File: src/rtl/fm_demod_xor_avg_if.sv
// ============================================================================
// fm_demod_xor_avg_if : sample/control/result bundle for the FM demodulator
// Rev 1.0
// ============================================================================
`default_nettype none

interface fm_demod_xor_avg_if #(
  parameter int DATA_W    = 16,
  parameter int PHASE_W   = 32,
  parameter int MAX_LOG2N = 8
);
  localparam int LEN_W = $clog2(MAX_LOG2N + 1);

  logic               sync_clr;
  logic               in_valid;
  logic [DATA_W-1:0]  modulated;
  logic [PHASE_W-1:0] ctr_ctrl;
  logic [LEN_W-1:0]   log2_len;
  logic               mode;
  logic               out_valid;
  logic [DATA_W-1:0]  demodulated;

  modport master (
    output sync_clr, in_valid, modulated, ctr_ctrl, log2_len, mode,
    input  out_valid, demodulated
  );

  modport slave (
    input  sync_clr, in_valid, modulated, ctr_ctrl, log2_len, mode,
    output out_valid, demodulated
  );
endinterface

`default_nettype wire

File: src/rtl/fm_demod_xor_avg.sv
// ============================================================================
// fm_demod_xor_avg : XOR phase detector against a triangle NCO, 2^L block avg
// Rev 1.0
// ============================================================================
`default_nettype none

module fm_demod_xor_avg #(
  parameter int DATA_W    = 16,
  parameter int PHASE_W   = 32,
  parameter int MAX_LOG2N = 8
) (
  input  wire                      clk,
  input  wire                      rst,
  fm_demod_xor_avg_if.slave        bus
);
  localparam int LEN_W = $clog2(MAX_LOG2N + 1);
  localparam int ACC_W = DATA_W + MAX_LOG2N;
  localparam int END_W = MAX_LOG2N + 1;
  localparam logic [LEN_W-1:0]  MAX_L   = LEN_W'(MAX_LOG2N);
  localparam logic [DATA_W-1:0] POS_MAX = {1'b0, {(DATA_W-1){1'b1}}};
  localparam logic [DATA_W-1:0] NEG_MAX = {1'b1, {(DATA_W-2){1'b0}}, 1'b1};

  // Stage 0: NCO reference and detector
  logic [PHASE_W-1:0] phase;
  logic [DATA_W-2:0]  tri_mag;
  logic [DATA_W-1:0]  nco_ref;
  logic [DATA_W-1:0]  xd;
  logic [DATA_W-1:0]  det;

  assign tri_mag = phase[PHASE_W-3 -: DATA_W-1];
  assign nco_ref = {phase[PHASE_W-1], phase[PHASE_W-2] ? ~tri_mag : tri_mag};
  assign xd      = nco_ref ^ bus.modulated;
  assign det     = bus.mode ? (xd[DATA_W-1] ? POS_MAX : NEG_MAX)
                            : {~xd[DATA_W-1], xd[DATA_W-2:0]};

  // Stage 1
  logic              d_valid;
  logic [DATA_W-1:0] d_q;

  always_ff @(posedge clk or negedge rst) begin
    if (!rst) begin
      phase   <= '0;
      d_valid <= 1'b0;
      d_q     <= '0;
    end else if (bus.sync_clr) begin
      phase   <= '0;
      d_valid <= 1'b0;
    end else begin
      d_valid <= bus.in_valid;
      if (bus.in_valid) begin
        phase <= phase + bus.ctr_ctrl;
        d_q   <= det;
      end
    end
  end

  // Stage 2: block length is sampled on the first sample of each block
  logic [MAX_LOG2N-1:0]    count;
  logic [LEN_W-1:0]        l_hold;
  logic [LEN_W-1:0]        l_eff_in;
  logic [LEN_W-1:0]        l_use;
  logic [END_W-1:0]        blk_end;
  logic                    last;
  logic signed [ACC_W-1:0] acc;
  logic signed [ACC_W-1:0] sum;
  logic                    ov_q;
  logic [DATA_W-1:0]       demod_q;

  assign l_eff_in = (bus.log2_len > MAX_L) ? MAX_L : bus.log2_len;
  assign l_use    = (count == '0) ? l_eff_in : l_hold;
  assign blk_end  = (END_W'(1) << l_use) - END_W'(1);
  assign last     = ({1'b0, count} == blk_end);
  assign sum      = acc + $signed({{MAX_LOG2N{d_q[DATA_W-1]}}, d_q});

  always_ff @(posedge clk or negedge rst) begin
    if (!rst) begin
      count   <= '0;
      l_hold  <= '0;
      acc     <= '0;
      ov_q    <= 1'b0;
      demod_q <= '0;
    end else begin
      ov_q <= 1'b0;
      if (bus.sync_clr) begin
        count <= '0;
        acc   <= '0;
      end else if (d_valid) begin
        if (count == '0) begin
          l_hold <= l_eff_in;
        end
        if (last) begin
          demod_q <= DATA_W'(sum >>> l_use);
          ov_q    <= 1'b1;
          acc     <= '0;
          count   <= '0;
        end else begin
          acc   <= sum;
          count <= count + MAX_LOG2N'(1);
        end
      end
    end
  end

  assign bus.out_valid   = ov_q;
  assign bus.demodulated = demod_q;

endmodule

`default_nettype wire

File: src/flat_wrapper.sv
// flat-port wrapper written by rule: the top's interface ports become plain ports
module fm_demod_xor_avg_flat 
#(
  parameter int DATA_W    = 16,
  parameter int PHASE_W   = 32,
  parameter int MAX_LOG2N = 8
)
  (clk, rst, bus_sync_clr, bus_in_valid, bus_modulated, bus_ctr_ctrl, bus_log2_len, bus_mode, bus_out_valid, bus_demodulated);
  fm_demod_xor_avg_if #(.DATA_W(DATA_W), .PHASE_W(PHASE_W), .MAX_LOG2N(MAX_LOG2N)) bus_i ();
  input  wire clk;
  input  wire rst;
  input wire logic [$bits(bus_i.sync_clr)-1:0] bus_sync_clr;
  input wire logic [$bits(bus_i.in_valid)-1:0] bus_in_valid;
  input wire logic [$bits(bus_i.modulated)-1:0] bus_modulated;
  input wire logic [$bits(bus_i.ctr_ctrl)-1:0] bus_ctr_ctrl;
  input wire logic [$bits(bus_i.log2_len)-1:0] bus_log2_len;
  input wire logic [$bits(bus_i.mode)-1:0] bus_mode;
  output wire logic [$bits(bus_i.out_valid)-1:0] bus_out_valid;
  output wire logic [$bits(bus_i.demodulated)-1:0] bus_demodulated;
  assign bus_i.sync_clr = bus_sync_clr;
  assign bus_i.in_valid = bus_in_valid;
  assign bus_i.modulated = bus_modulated;
  assign bus_i.ctr_ctrl = bus_ctr_ctrl;
  assign bus_i.log2_len = bus_log2_len;
  assign bus_i.mode = bus_mode;
  assign bus_out_valid = bus_i.out_valid;
  assign bus_demodulated = bus_i.demodulated;
  fm_demod_xor_avg #(.DATA_W(DATA_W), .PHASE_W(PHASE_W), .MAX_LOG2N(MAX_LOG2N)) u_core (.clk(clk), .rst(rst), .bus(bus_i));
endmodule
File: config.mk
export PLATFORM = sky130hd
export DESIGN_NAME = fm_demod_xor_avg_flat
export DESIGN_NICKNAME = d
export VERILOG_FILES = /design/src/rtl/fm_demod_xor_avg_if.sv /design/src/rtl/fm_demod_xor_avg.sv /design/src/flat_wrapper.sv
export SDC_FILE = /design/constraint.sdc
export NUM_CORES = 1
export LEC_CHECK = 0
export CORE_MARGIN = 5
export CORE_UTILIZATION = 60
export CTS_BUF_LIST = sky130_fd_sc_hd__clkbuf_4 sky130_fd_sc_hd__clkbuf_8
export DETAILED_ROUTE_END_ITERATION = 10
export PLACE_DENSITY = 0.82
export SYNTH_ARGS = -nofsm -noshare
export SYNTH_HDL_FRONTEND = slang
export SYNTH_SLANG_ARGS = --single-unit
File: constraint.sdc
create_clock -name clk -period 8.4 [get_ports clk]
set_input_delay 2.1 -clock clk [delete_from_list [all_inputs] [get_ports clk]]
set_output_delay 2.1 -clock clk [all_outputs]
set_load 0.03 [all_outputs]
After elaboration in Yosys (flattened, before gate mapping)
Cells that the tools add are included.
{"block": "totals", "ramBits": 0, "romBits": 0, "input_bits": 57, "wordCells": 43, "output_inout_bits": 17, "reg_bits": 102, "mem_count": 0, "latchBits": 0}
{"block": "classes", "addsub": 4, "mul": 0, "n_shift": 2, "n_div": 0, "order_cmp": 1, "reduce_logical": 6, "n_bitwise": 4, "muxes": 17, "eq_ne": 1}
{"op": "two-way mux 24 bit", "count": 3}
{"op": "two-way mux 32 bit", "count": 2}
{"op": "adder 32 bit", "count": 1}
{"op": "two-way mux 16 bit", "count": 2}
{"op": "adder 24 x 16 -> 24 bit", "count": 1}
{"op": "two-way mux 8 bit", "count": 3}
{"op": ">>> shifter 24 x 4 -> 16 bit", "count": 1}
{"op": "bitwise XOR 16 bit", "count": 1}
{"op": "two-way mux 15 bit", "count": 1}
{"op": "inverter 15 bit", "count": 1}
{"op": "equality test 8 x 9 -> 1 bit", "count": 1}
{"op": "<< shifter 1 x 4 -> 9 bit (first input constant)", "count": 1}
{"op": "subtractor 9 x 2 -> 9 bit (second input constant)", "count": 1}
{"op": "adder 8 x 1 -> 8 bit (second input constant)", "count": 1}
{"op": "logical NOT 8 bit", "count": 1}
{"op": "two-way mux 4 bit", "count": 2}
{"op": "greater-than comparator 4 bit (second input constant)", "count": 1}
{"op": "two-way mux 1 bit", "count": 4}
{"op": "AND reduction 2 bit", "count": 2}
{"op": "nonzero test 2 bit", "count": 2}
{"op": "AND reduction 3 bit", "count": 1}
{"op": "inverter 1 bit", "count": 2}

Logic depth before layout (Yosys ltp)
{"block": "depth", "ltp_word": 9, "mapped_depth": 23, "mapped_depth_nobuf": 19}

Least setup slack after synthesis
OpenSTA, ideal clock, no wires.
{"block": "synth_timing", "path_type": "input to register", "startpoint": "input bus_log2_len[3]", "endpoint": "register u_core.demod_q[9] (netlist: u_core.bus.demodulated[9])", "slack_ns": 3.088, "n_path_buf": 4, "arrival_ns": 5.192, "path_stages": 18, "required_ns": 8.280, "setup_time_ns": 0.120, "path_cell_list": "clkbuf_1 > nand2b_1 > o21ai_0 > clkbuf_1 > nor2_1 > nand2_1 > ha_1 > clkbuf_1 > nand2_1 > or3_1 > o21ai_0 > a211oi_1 > nor4_2 > and2_1 > buf_6 > nand2_1 > or2_0 > and3_1"}
{"block": "synth_via", "elab_chain_len": 7, "elab_cells_between_ends": 8, "classes_between": "1 x add/sub; 1 x order compare; 1 x eq/ne; 2 x shift; 2 x mux; 1 x reduce/logical"}
{"element": "from (decl)", "line": "flat_wrapper.sv:16", "text": "input wire logic [$bits(bus_i.log2_len)-1:0] bus_log2_len;"}
{"element": "greater-than comparator 4 bit", "line": "fm_demod_xor_avg.sv:69", "text": "assign l_eff_in = (bus.log2_len > MAX_L) ? MAX_L : bus.log2_len;"}
{"element": "two-way mux 4 bit (*)", "line": "fm_demod_xor_avg.sv:69"}
{"element": "two-way mux 4 bit (*)"}
{"element": "<< shifter 1 x 4 -> 9 bit", "line": "fm_demod_xor_avg.sv:71", "text": "assign blk_end = (END_W'(1) << l_use) - END_W'(1);"}
{"element": "subtractor 9 x 2 -> 9 bit", "line": "fm_demod_xor_avg.sv:71"}
{"element": "equality test 8 x 9 -> 1 bit", "line": "fm_demod_xor_avg.sv:72", "text": "assign last = ({1'b0, count} == blk_end);"}
{"element": "AND reduction 3 bit (no source line)"}
{"element": "to (signal assigned)", "line": "fm_demod_xor_avg.sv:92", "text": "demod_q <= DATA_W'(sum >>> l_use);"}
{"element": "to (decl)", "line": "fm_demod_xor_avg.sv:67", "text": "logic [DATA_W-1:0] demod_q;"}
Every way passes the cells marked *; elsewhere a longest branch is shown, timed or not.
A chain may end at the register's enable or synchronous reset.

Worst setup path after layout
{"block": "layout_timing", "startpoint": "input bus_log2_len[3]", "endpoint": "register u_core.demod_q[12] (netlist: u_core.bus.demodulated[12])"}
Same word-level chain as after synthesis.

==> qor.csv <==
metric,value,unit
synth_seq_cells,102,
pin_count,74,
cp-startpoint,bus_log2_len[3],
worstPathCellList,clkdlybuf4s50_1 > nand2b_1 > o21a_1 > nor2_1 > nand2_1 > ha_1 > nand2_1 > or3_1 > o21ai_0 > a211oi_1 > nor4_2 > and2_1 > a21boi_1 > o221ai_1 > a22oi_2,
start_kind,primary input,
syn_area,8640,sq um
dpl_cell_area,9457,sq um
drt-wirelength-per-cell,17.82,um
end_kind,flop,
die_y,130.0,um
num_rows,43,
slowest_delay,0.65,ns
grt_overflow_total,0,
cts_tree,done,
diodes,0,
post_cts_resized,0,
hold_viol_final,0,
synth.net_count,1142,
cts_hold_buffers,0,
synth_ff_type,dfrtp_1,
worstHoldPathType,reg2reg,
critPathMaxFanout,18,
fmax,162.1,MHz
relSlewSlack,35.14,%
seq_area_frac_synth,29.54,%
yosys.area.top_type,dfrtp_1,
postSynthAreaPerCell,8.421,sq um
h-tree-depth,3,
postRouteAntennaNets,0,
cts-root-buf,clkbuf_8,
crit_slowest_cell,clkdlybuf4s50_1,
drtIter0Drc,517,
cpMostUsedCell,nand2_1,
clock_latency,0.39,ns
cts_setup_buffers,0,
synth_edf_count,0,
fp.dieW,130.0,um
cts_made_buffers,9,
setup_violations,0,
ir_drop,0.1439,mV
wl,22370,um
drtPass1Iterations,5,
pwr_density_cell,204.7,nW/um^2
status,"complete, no violations",
clkTransAtPathRegs,0.10,ns
drv_cap,0,
worst_ep_arrival_time,6.49,ns
leakage,4.475,nW
synthArstFlopShare,100.0,%
clock_path_buffers,2,
hold_start,u_core.d_q[0],
finalSetupTns,0,ns
synth.most_common_cell,nor2_1,
area_growth,11.44,%
dp_cells,1240,
coreArea,13990,sq um
grtUsageTotal,27.18,%
layout.cells.non_filler,1255,
numPortBuffers,73,
place_congestion,0.9530,
ys_types,82,
fin_nets,1187,
vias,8083,
fillers,1180,
cp.required,8.72,ns
rsz0062_at_grt,no,
via_per_inst,6.441,
yosys-top-cells-area,"dfrtp_1 (30%), ha_1 (8.3%), nor2_1 (4.8%)",
skew,0.01190,ns
cts_sinks,102,
drc,0,
timing.final.ws_setup,2.233,ns
tightest_slew,0.9484,ns
synthTopCellsByCount,"nor2_1 (111), dfrtp_1 (102), nand2_1 (95)",
grt_antenna_before_repair,0,
dieArea,16900,sq um
pre_cts_ws,1.933,ns
syn-instance-count,1026,
grt_pass1_vias,7846,
drive_above_1_share,4.465,%
slew_violations,0,
synth.top_cell.area_share,29.54,%
critPathKind,in2reg,
fin_area,9628,sq um
ys_warn_count,0,
dp_hpwl,16750,um
grt_start_max_net_pins,74,
fin_crit_sh,73.42,%
min_period,6.167,ns
rr_startpoint,u_core.count[0],
grt_pass1_wl,37370,um
initial_utilization,61.76,%
## critical path, delay by kind of cell
kind,cells,cell delay (ns)
buf+inv,1,0.65
fa+ha+maj,1,0.35
compound gates,6,1.31
simple gates,7,2.05
## per-layer routing
| layer | wire length [um] | GRT usage, % | vias to the layer above |
|---|---|---|---|
| met2 | 11140 | 47.74 | 276 |
| li1 | - | - | 3899 |
| met1 | 9364 | 33.79 | 3856 |
| met5 | 0 | 0 | - |
| met3 | 1329 | 5.035 | 52 |
| met4 | 532 | 8.863 | 0 |
## placed cells by master (no fill, tap or decap), types with 14 or more instances in the layout
master           synthesis  final
nor2_1                 111    110
dfrtp_1                102    102
nand2_1                 95     95
o21ai_0                 73     72
clkdlybuf4s50_1          0     72
a21oi_1                 65     65
ha_1                    57     57
xnor2_1                 40     40
xor2_1                  38     38
mux2i_1                 37     37
a211oi_1                26     26
nor3_1                  24     24
a21o_1                  24     24
nand3_1                 19     19
a22o_1                  19     19
inv_1                   17     17
and3_1                  16     16
nand2b_1                14     14
o211ai_1                14     14
o22a_1                  14     14
## final cells by class
cell class	count	area (sq um)	share of cell area (%)
Clock buffer	9	123.9	1.287
Clock inverter	6	47.55	0.4938
Inverter	18	67.56	0.7018
Multi-Input combinational cell	858	5816	60.40
Sequential cell	102	2552	26.51
Tap cell	180	225.2	2.339
Timing Repair Buffer	82	795.8	8.265
## metrics by stage
stage / total power, mW / utilization, % / hold WS [ns]
5_1_grt: 2.115 / 68.83 / 0.5039
6_report: 1.971 / 68.83 / 0.4847
3_3_place_gp: 1.642 / 67.60 / 0.4626
4_1_cts: 1.965 / 68.83 / 0.4898
3_5_place_dp: 1.665 / 67.60 / 0.4661
2_1_floorplan: 1.405 / - / 0.4428
## kinds of logic after synthesis
kind of cell,share of synthesized area [%]
buffers and inverters,3.171
flip-flops,29.54
AND/OR/NAND/NOR,19.30
AO/OA/AOI/OAI,26.08
multiplexers,5.271
adder cells (fa/ha/maj),8.718
XOR/XNOR,7.907
## state kept, by name, indices dropped and copies added (netlist names)
name / count
u_core.l_hold: 4
u_core.bus.demodulated: 16
u_core.count: 8
u_core.phase: 32
u_core.d_valid: 1
u_core.acc: 24
u_core.bus.out_valid: 1
u_core.d_q: 16
## path summary, 6_finish.rpt
kind	endpoint	slack, ns	cells after the start
max in group asynchronous	u_core.bus.demodulated[7]	5.50	2
hold reg to reg	u_core.d_q[0]	0.48	2
hold / removal	u_core.d_q[0]	0.48	2
setup reg to reg	u_core.bus.demodulated[12]	3.16	18
setup / recovery	u_core.bus.demodulated[12]	2.23	15
min in group asynchronous	u_core.acc[21]	1.64	1
## where the power goes
part           leakage (nW)  total (mW)  switching [mW]  internal, mW
logic                  3.06        1.06           0.626         0.434
clock network        0.0796       0.295           0.187         0.109
registers              1.34       0.616          0.0645         0.552
total                  4.47        1.97           0.877          1.09
Power figures use the tool's default switching activity.
